**src/rtl/aes_stream_packer.sv**
```systemverilog
// Width adapter between 32-bit HWPE streams and the 128-bit AES core, with per-job block counting.
// Optional build macro AES_PACKER_BYTESWAP_EN byte-reverses every 32-bit word on both paths.
module aes_stream_packer #(
  parameter int WORD_W = 32,
  parameter int CNT_W  = 16
) (
  input  logic                clk,
  input  logic                clear,
  input  logic                start_i,
  input  logic [CNT_W-1:0]    num_blocks_i,
  input  logic                pt_valid_i,
  output logic                pt_ready_o,
  input  logic [WORD_W-1:0]   pt_data_i,
  output logic                blk_valid_o,
  input  logic                blk_ready_i,
  output logic [4*WORD_W-1:0] blk_data_o,
  input  logic                ct_valid_i,
  output logic                ct_ready_o,
  input  logic [4*WORD_W-1:0] ct_data_i,
  output logic                out_valid_o,
  input  logic                out_ready_i,
  output logic [WORD_W-1:0]   out_data_o,
  output logic                busy_o,
  output logic                done_o
);

  localparam int BLK_W = 4 * WORD_W;
  localparam logic [CNT_W-1:0] CNT_ONE = CNT_W'(1);

  typedef enum logic [1:0] {
    IDLE = 2'd0,
    RUN  = 2'd1,
    DONE = 2'd2
  } state_e;

  state_e             state_q, state_d;
  logic [CNT_W-1:0]   in_left_q, in_left_d;
  logic [CNT_W-1:0]   out_left_q, out_left_d;
  logic [1:0]         pack_cnt_q, pack_cnt_d;
  logic [1:0]         unpack_cnt_q, unpack_cnt_d;
  logic [BLK_W-1:0]   pack_q, pack_d;
  logic [BLK_W-1:0]   unpack_q, unpack_d;
  logic               blk_valid_q, blk_valid_d;
  logic               unpack_full_q, unpack_full_d;

  logic               pt_hs, blk_hs, ct_hs, out_hs;
  logic               last_out_word;
  logic [WORD_W-1:0]  pt_word;
  logic [WORD_W-1:0]  unpack_word;

  // Memory byte order of the AES state differs from the core's word order in the little-endian build.
  function automatic logic [WORD_W-1:0] word_order(input logic [WORD_W-1:0] w);
    logic [WORD_W-1:0] r;
`ifdef AES_PACKER_BYTESWAP_EN
    for (int b = 0; b < WORD_W / 8; b++) begin
      r[8*b +: 8] = w[WORD_W-8-8*b +: 8];
    end
`else
    r = w;
`endif
    return r;
  endfunction

  // Readies are built from registered state only, so no ready-to-ready path exists.
  assign pt_ready_o  = (state_q == RUN) && !blk_valid_q && (in_left_q != '0);
  assign ct_ready_o  = (state_q == RUN) && !unpack_full_q && (out_left_q != '0);
  assign blk_valid_o = blk_valid_q;
  assign blk_data_o  = pack_q;
  assign out_valid_o = unpack_full_q;
  assign busy_o      = (state_q == RUN);
  assign done_o      = (state_q == DONE);

  assign pt_hs  = pt_valid_i && pt_ready_o;
  assign blk_hs = blk_valid_q && blk_ready_i;
  assign ct_hs  = ct_valid_i && ct_ready_o;
  assign out_hs = unpack_full_q && out_ready_i;
  assign last_out_word = out_hs && (unpack_cnt_q == 2'd3);

  assign pt_word = word_order(pt_data_i);

  always_comb begin
    unpack_word = '0;
    case (unpack_cnt_q)
      2'd0:    unpack_word = unpack_q[4*WORD_W-1 -: WORD_W];
      2'd1:    unpack_word = unpack_q[3*WORD_W-1 -: WORD_W];
      2'd2:    unpack_word = unpack_q[2*WORD_W-1 -: WORD_W];
      default: unpack_word = unpack_q[WORD_W-1 -: WORD_W];
    endcase
  end

  assign out_data_o = word_order(unpack_word);

  always_comb begin
    state_d       = state_q;
    in_left_d     = in_left_q;
    out_left_d    = out_left_q;
    pack_cnt_d    = pack_cnt_q;
    unpack_cnt_d  = unpack_cnt_q;
    pack_d        = pack_q;
    unpack_d      = unpack_q;
    blk_valid_d   = blk_valid_q;
    unpack_full_d = unpack_full_q;

    case (state_q)
      IDLE: begin
        if (start_i) begin
          in_left_d     = num_blocks_i;
          out_left_d    = num_blocks_i;
          pack_cnt_d    = 2'd0;
          unpack_cnt_d  = 2'd0;
          blk_valid_d   = 1'b0;
          unpack_full_d = 1'b0;
          state_d       = (num_blocks_i == '0) ? DONE : RUN;
        end
      end
      RUN: begin
        if (last_out_word && (out_left_q == CNT_ONE)) begin
          state_d = DONE;
        end
      end
      DONE:    state_d = IDLE;
      default: state_d = IDLE;
    endcase

    // Pack: first word ends up in the top lane after four shifts.
    if (pt_hs) begin
      pack_d     = {pack_q[BLK_W-WORD_W-1:0], pt_word};
      pack_cnt_d = pack_cnt_q + 2'd1;
      if (pack_cnt_q == 2'd3) begin
        blk_valid_d = 1'b1;
        in_left_d   = in_left_q - CNT_ONE;
      end
    end
    if (blk_hs) begin
      blk_valid_d = 1'b0;
    end

    // Unpack: one captured block drains as four words, top lane first.
    if (ct_hs) begin
      unpack_d      = ct_data_i;
      unpack_full_d = 1'b1;
    end
    if (out_hs) begin
      unpack_cnt_d = unpack_cnt_q + 2'd1;
      if (last_out_word) begin
        unpack_full_d = 1'b0;
        out_left_d    = out_left_q - CNT_ONE;
      end
    end
  end

  always_ff @(posedge clk) begin
    if (clear) begin
      state_q       <= IDLE;
      in_left_q     <= '0;
      out_left_q    <= '0;
      pack_cnt_q    <= '0;
      unpack_cnt_q  <= '0;
      pack_q        <= '0;
      unpack_q      <= '0;
      blk_valid_q   <= 1'b0;
      unpack_full_q <= 1'b0;
    end else begin
      state_q       <= state_d;
      in_left_q     <= in_left_d;
      out_left_q    <= out_left_d;
      pack_cnt_q    <= pack_cnt_d;
      unpack_cnt_q  <= unpack_cnt_d;
      pack_q        <= pack_d;
      unpack_q      <= unpack_d;
      blk_valid_q   <= blk_valid_d;
      unpack_full_q <= unpack_full_d;
    end
  end

endmodule

```
**config.mk**
```make
export PLATFORM = sky130hd
export DESIGN_NAME = aes_stream_packer
export DESIGN_NICKNAME = d
export VERILOG_FILES = /design/src/rtl/aes_stream_packer.sv
export SDC_FILE = /design/constraint.sdc
export NUM_CORES = 1
export LEC_CHECK = 0
export ABC_AREA = 1
export CORE_ASPECT_RATIO = 0.9
export CORE_MARGIN = 5
export CORE_UTILIZATION = 45
export CTS_CLUSTER_SIZE = 12
export DETAILED_ROUTE_END_ITERATION = 8
export DONT_BUFFER_PORTS = 1
export GPL_TIMING_DRIVEN = 1
export PLACE_DENSITY = 0.63
export SYNTH_ARGS = -nofsm -noshare
export SYNTH_HDL_FRONTEND = slang
export SYNTH_SLANG_ARGS = --single-unit
```
**constraint.sdc**
```tcl
create_clock -name clk -period 1.91 [get_ports clk]
set_input_delay 0.382 -clock clk [delete_from_list [all_inputs] [get_ports clk]]
set_output_delay 0.382 -clock clk [all_outputs]
set_load 0.02 [all_outputs]
```
---- Word level (Yosys, flattened, before mapping) ----
Index checks and enable logic that the tools add are counted.
storage, ports and cells
  register bits ........................... 296
  bits in latches ......................... 0
  memory bits (writable) .................. 0
  memory bits (read-only) ................. 0
  input port bits ......................... 183
  word-level logic and storage cells ...... 73
  memories kept ........................... 0
cells by class
  add/subtract/negate cells ............... 4
  $mul .................................... 0
  divide/modulo/power cells ............... 0
  order comparisons ....................... 0
  equal/unequal tests ..................... 9
  shift-type cells ........................ 0
  muxes and demuxes ....................... 26
  bitwise operators ....................... 0
  reduce and logical (&&, ||, !) cells .... 25
operators with widths
  kind                                                                    number
  16-bit two-way mux                                                      8
  32-bit case mux with 3 select lines                                     1
  16-bit nonzero test                                                     2
  16-bit by 1-bit subtractor with 16-bit output, second input constant    2
  16-bit by 1-bit equality test with 1-bit output, second input constant  1
  16-bit logical NOT                                                      1
  2-bit two-way mux                                                       7
  1-bit logical AND                                                       10
  1-bit two-way mux                                                       9
  2-bit equality test, second input constant                              4
  2-bit nonzero test                                                      4
  2-bit AND reduction                                                     3
  2-bit by 1-bit adder with 2-bit output, second input constant           2
  2-bit by 1-bit equality test with 1-bit output, second input constant   2
  2-bit logical NOT                                                       2
  2-bit case mux with 2 select lines                                      1
  1-bit logical NOT                                                       2
  2-bit by 1-bit != test with 1-bit output, second input constant         1
  2-bit != test, second input constant                                    1
  2-bit OR reduction                                                      1

---- Depth between registers and ports, before layout ----
Gate-level depths: netlist of the first run.
  depth in word-level cells ............... 7
  gate-level depth with buffers ........... 12
  gate-level depth less buffers ........... 9

---- Worst setup path after synthesis of the first run ----
No wires, ideal clock.
  path type ............................... register to output
  start ................................... reg unpack_cnt_q[1]
  end ..................................... out out_data_o[0]
  arrival ................................. 1.506 ns
  setup slack ............................. 0.022 ns
  stages on the path, launching flop included .. 6
  path buffers ............................ 2
  cell sequence ........................... dfxtp_1 ha_1 clkbuf_1 clkbuf_1 a211oi_1 a21oi_1
between the ends
  cells in the longest elaborated chain, start to end .. 2
  elaborated cells between the ends (all ways) .. 4
  those cells by class .................... eq/ne (2); mux (1); reduce/logical (1)
ends and longest elaborated chain
  what                                               line  source
  from (decl)                                        40    logic [1:0] unpack_cnt_q, unpack_cnt_d;
  from (signal assigned)                             168   unpack_cnt_q <= unpack_cnt_d;
  2-bit equality test, or another cell as far along  83    case (unpack_cnt_q)
  32-bit case mux with 3 select lines *              83
  to (decl)                                          22    output logic [WORD_W-1:0] out_data_o,
Every way passes the cells marked *; elsewhere a longest branch is shown, timed or not.

---- Worst setup path after layout of the first run ----
  start ................................... reg unpack_cnt_q[0]
  end ..................................... out out_data_o[6]
Same word-level chain as after synthesis.

==> results.sh, run 1 <==
export IMPL_status="finished, violations left"
export IMPL_violations="negative setup slack"
export IMPL_crit_fanout=6
export IMPL_regToRegSetupSlack_ns=0.08
export IMPL_synth_seq_area_share=0.4532
export IMPL_endpoint_kind="primary output"
export IMPL_min_path_cells=2
export IMPL_synth_cell_area_mm2=0.01308
export IMPL_cts_htree_levels=2
export IMPL_synthesis_nets=2117
export IMPL_cp_required_ns=1.53
export IMPL_dp_slack_ns=-0.06461
export IMPL_ant_nets=0
export IMPL_drt_wl_total_mm=42.21
export IMPL_setup_violations_final=33
export IMPL_gr_usage_all_layers=0.2312
export IMPL_drt_iter0_markers=903
export IMPL_final_seq_area_mm2=0.005952
export IMPL_dr_pass1_iters=6
export IMPL_clk_latency_ns=0.52
export IMPL_grt_pass1_vias=11480
export IMPL_arrival_ns=2.00
export IMPL_die_area_mm2=0.03257
export IMPL_rr_worst_depth=13
export IMPL_port_buffers=0
export IMPL_start_util=0.4542
export IMPL_grt_max_degree=150
export IMPL_clk_pin_slew_worst_paths_ns=0.06
export IMPL_p_leak_uw=0.007327
export IMPL_core_mm2=0.02879
export IMPL_clock_fmax_ghz=0.4201
export IMPL_synth_seq_cells=296
export IMPL_cts_buffers=34
export IMPL_cap_viol_max_count=0
export IMPL_cts_root_buf="clkbuf_16"
export IMPL_crit_path_start_kind="flop"
export IMPL_final_common_cell="nand2_1"
export IMPL_synth_flop_cell="dfxtp_1"
export IMPL_hp_class="primary input to flop"
export IMPL_final_cell_mix="nand2_1, nor2_1, dfxtp_1, a21oi_1, inv_1"
export IMPL_cts_num_sinks=296
export IMPL_row_count=59
export IMPL_syn_avg_cell_area_um2=6.792
export IMPL_cts_tree="done"
export IMPL_hpwl_mm=26.84
export IMPL_netlist_cell_type_count=33
export IMPL_critPathKind="flop to primary output"
export IMPL_final_setup_skew_ns=0.02257
export IMPL_synthArstFlopShare=0
export IMPL_drc=0
export IMPL_gp_congestion=0.8714
export IMPL_wl_per_cell_um=17.64
export IMPL_ys_warn_count=0
export IMPL_routed_via_density=5.191
export IMPL_nFillCells=2614
export IMPL_setup_ws_ns=-0.4706
export IMPL_multiInputGateArea_mm2=0.006565
export IMPL_relSlewSlack=0.6478
export IMPL_synth_edf_count=0
export IMPL_rsz0062_at_grt="true"
export IMPL_globalRouteOverflowTotal=0
export IMPL_die_w_um=189.7
export IMPL_maxSlewViolCount=0
export IMPL_die_y_um=171.7
export IMPL_worstMarginPinSlew_ns=0.5277
export IMPL_clockBufferDepth=3
export IMPL_drive_gt1_frac=0.1648
export IMPL_ios=349
export IMPL_min_period_over_period=1.246
export IMPL_hold_violations=0
export IMPL_synth_cells=1925
export IMPL_setup_tns_ns=-11.27
export IMPL_antenna_cells=0
export IMPL_syn_to_final_growth_pct=27.57
export IMPL_vias=12420
export IMPL_antenna_found_initial=0
export IMPL_cellPowerDensity_mw_per_mm2=941.4
export IMPL_layout_nets=2199
export IMPL_vdd_drop_max_mv=0.7003
export IMPL_period_needed_ns=2.381
export IMPL_grt_pass1_wl_mm=61.87
## cell type report
class	instances	area share
clock buffer	46	0.05731
clock inverter	10	0.007501
inverter	180	0.04201
multi-input combinational	1335	0.3936
sequential	296	0.3568
tap	366	0.02745
timing repair buffer	160	0.1153
## through the flow
| step | cell area (µm²) | total power, µW | instances | hold slack, ns | utilization |
|---|---|---|---|---|---|
| 6_report | 16680 | 15700 | 2393 | 0.003603 | 0.5794 |
| 3_3_place_gp | 13740 | 8767 | 2263 | 0.4599 | 0.4773 |
| 4_1_cts | 15910 | 15450 | 2366 | -0.06926 | 0.5525 |
| 2_1_floorplan | 13080 | 8329 | 1925 | 0.4491 | - |
| 5_1_grt | 16680 | 16440 | 2393 | -0.0001616 | 0.5794 |
| 3_5_place_dp | 13740 | 8802 | 2263 | 0.4714 | 0.4773 |
## cell usage after synthesis, drive strengths merged (7+ instances only)
| cell | count | share of area |
|---|---|---|
| inv | 180 | 0.052 |
| buf | 66 | 0.038 |
| xnor2 | 7 | 0.0047 |
| o21ai | 21 | 0.0080 |
| nand2 | 648 | 0.19 |
| ha | 9 | 0.0086 |
| o22ai | 32 | 0.015 |
| a21oi | 181 | 0.069 |
| nor2 | 338 | 0.099 |
| clkbuf | 48 | 0.014 |
| nand3 | 22 | 0.0092 |
| dfxtp | 296 | 0.45 |
| a211oi | 35 | 0.020 |
| a31oi | 7 | 0.0033 |
## report_power, final
part	switching, µW	internal (µW)
Sequential	249	6490
Combinational	1520	1070
Clock	2580	3780
Total	4360	11300
## routing by layer
metal  vias to the layer above  track usage  wire (µm)
li1                       6141            -          -
met1                      5650       0.3054      17730
met2                       547       0.3641      19250
met3                        83      0.07041       3963
met4                         0      0.07642       1271
met5                         -            0          0
## critical path, cell delays in order, from the launching register on
cell and delay [ns]:
dfxtp_2 0.33, inv_2 0.08, ha_4 0.14, inv_4 0.04, buf_12 0.13, buf_16 0.15
o22ai_4 0.16, a211oi_2 0.06, a21oi_1 0.21, buf_4 0.20
## flip-flops by register name, indices dropped and copies added (netlist names)
register      count
blk_data_o      128
blk_valid_o       1
in_left_q        16
out_left_q       16
out_valid_o       1
pack_cnt_q        2
state_q           2
unpack_cnt_q      2
unpack_q        128
## final timing paths
check	startpoint	end
setup / recovery	unpack_cnt_q[0]	out_data_o[6]
hold / removal	pt_data_i[17]	blk_data_o[17]
setup reg to reg	out_left_q[14]	state_q[1]
hold reg to reg	pack_cnt_q[1]	pack_cnt_q[1]
## logic make-up (layout without fill, tap and decap cells)
family | after synthesis | after routing | share of synthesized area
AND/OR/NAND/NOR | 1017 | 1017 | 0.2987
AO/OA/AOI/OAI | 297 | 297 | 0.1283
flip-flops | 296 | 296 | 0.4532
buffers and inverters | 294 | 396 | 0.1032
XOR/XNOR | 12 | 12 | 0.008038
adder cells (fa/ha/maj) | 9 | 9 | 0.008613
## repair_timing
action,in CTS,in global routing
gates resized for setup,132,92
gates cloned,6,10
endpoints found under the setup margin,34,151
buffers inserted,21,10
hold endpoints to repair,161,28
hold buffers,20,9
pin swaps,16,16
Power figures use the tool's default switching activity.
==> inputs of run 2 (changes only) <==
- HOLD_SLACK_MARGIN: default -> 0.06
==> results.sh, run 2 (synthesized netlist as in run 1, its figures left out) <==
export IMPL_arrival_ns=1.96
export IMPL_hold_violations=2
export IMPL_setup_violations_final=33
export IMPL_rsz0062_at_grt="true"
export IMPL_final_cell_mix="nand2_1, nor2_1, dfxtp_1, a21oi_1, inv_1"
export IMPL_hp_class="primary input to flop"
export IMPL_syn_to_final_growth_pct=36.41
export IMPL_antenna_found_initial=2
export IMPL_vdd_drop_max_mv=0.7128
export IMPL_cts_num_sinks=296
export IMPL_grt_max_degree=150
export IMPL_wl_per_cell_um=17.17
export IMPL_ant_nets=0
export IMPL_final_setup_skew_ns=0.02190
export IMPL_relSlewSlack=0.6531
export IMPL_die_y_um=171.7
export IMPL_dp_slack_ns=-0.06461
export IMPL_setup_worst_path_start="unpack_cnt_q[0]"
export IMPL_cp_required_ns=1.53
export IMPL_crit_path_start_kind="flop"
export IMPL_drive_gt1_frac=0.1547
export IMPL_die_w_um=189.7
export IMPL_cts_root_buf="clkbuf_16"
export IMPL_rr_worst_depth=13
export IMPL_endpoint_kind="primary output"
export IMPL_core_mm2=0.02879
export IMPL_gr_usage_all_layers=0.2404
export IMPL_row_count=59
export IMPL_status="finished, violations left"
export IMPL_drt_iter0_markers=858
export IMPL_clk_pin_slew_worst_paths_ns=0.06
export IMPL_period_needed_ns=2.345
export IMPL_final_common_cell="nand2_1"
export IMPL_cellPowerDensity_mw_per_mm2=890.1
export IMPL_cts_htree_levels=2
export IMPL_cts_buffers=34
export IMPL_layout_nets=2318
export IMPL_p_leak_uw=0.007804
export IMPL_worstMarginPinSlew_ns=0.5198
export IMPL_place_area_mm2=0.01374
export IMPL_clock_fmax_ghz=0.4264
export IMPL_whs_ns=-0.04915
export IMPL_grt_pass1_vias=12180
export IMPL_globalRouteOverflowTotal=0
export IMPL_crit_fanout=10
export IMPL_critPathKind="flop to primary output"
export IMPL_reg2reg_from="out_left_q[14]"
export IMPL_start_util=0.4542
export IMPL_min_period_over_period=1.228
export IMPL_port_buffers=0
export IMPL_violations="negative hold slack, negative setup slack"
export IMPL_die_area_mm2=0.03257
export IMPL_cap_viol_max_count=0
export IMPL_hp_start="clear"
export IMPL_finalCoreUtilization=0.6195
export IMPL_nFillCells=2421
export IMPL_final_area_mm2=0.01784
export IMPL_clockBufferDepth=3
export IMPL_grt_pass1_wl_mm=64.65
export IMPL_maxSlewViolCount=0
export IMPL_drt_wl_total_mm=43.16
export IMPL_clk_latency_ns=0.52
export IMPL_routed_via_density=5.174
export IMPL_setup_tns_ns=-11.52
export IMPL_dr_pass1_iters=5
export IMPL_cts_tree="done"
export IMPL_hpwl_mm=26.84
export IMPL_gp_congestion=0.8714
export IMPL_ios=349
export IMPL_min_path_cells=1
export IMPL_drc=0
export IMPL_setup_ws_ns=-0.4354
export IMPL_vias=13010
-- run 2: final cells by class --
type                    count  area (µm²)  area share
flip-flops and latches    296        5952      0.3337
repair buffers            279        3069      0.1721
multi-input cells        1335        6570      0.3684
clock inverters            10       125.1    0.007015
clock buffers              46       955.9     0.05360
well taps                 366       457.9     0.02568
inverters                 180       700.7     0.03928
diodes                      2       5.005   0.0002806
-- run 2: per-stage QoR --
stage / total power, µW / std cells / hold WS, ns
floorplan: 8329 / 1925 / 0.4491
global placement: 8767 / 2263 / 0.4599
detailed placement: 8802 / 2263 / 0.4714
CTS: 15640 / 2474 / -0.06926
global route: 16610 / 2514 / -0.06790
finish: 15880 / 2514 / -0.04915
-- run 2: layer usage --
layer  share of wire  track usage
met3           0.086      0.07123
met4           0.033      0.08648
met1            0.42       0.3120
met5               0            0
met2            0.47       0.3836
-- run 2: power breakdown --
group / internal, µW / switching [µW] / total (µW)
registers: 6490 / 253 / 6740
logic: 1220 / 1540 / 2760
clock network: 3780 / 2590 / 6380
-- run 2: path summary, 6_finish.rpt --
| kind | end | slack, ns |
|---|---|---|
| setup / recovery | out_data_o[22] | -0.44 |
| hold / removal | out_left_q[15] | -0.05 |
| setup reg to reg | state_q[1] | 0.08 |
| hold reg to reg | pack_cnt_q[1] | 0.49 |
-- run 2: critical path: stages, from the launching register on --
cell      delay, ns
dfxtp_2        0.34
inv_2          0.06
ha_4           0.16
inv_4          0.06
buf_12         0.12
buf_12         0.15
o22ai_2        0.10
a211oi_2       0.21
a21oi_1        0.08
buf_4          0.16
-- run 2: timing repair --
item | in CTS | in global routing
gates resized for setup | 132 | 93
hold buffers | 128 | 20
gates cloned | 6 | 10
endpoints found under the hold margin | 273 | 142
pin swaps | 16 | 16
buffers inserted | 21 | 10
setup endpoints to repair | 34 | 155
==> inputs of run 3 (changes only) <==
- CAP_MARGIN: default -> 10
==> results of run 3 <==
Final layout, timing and power as in run 2 (identical DEF).
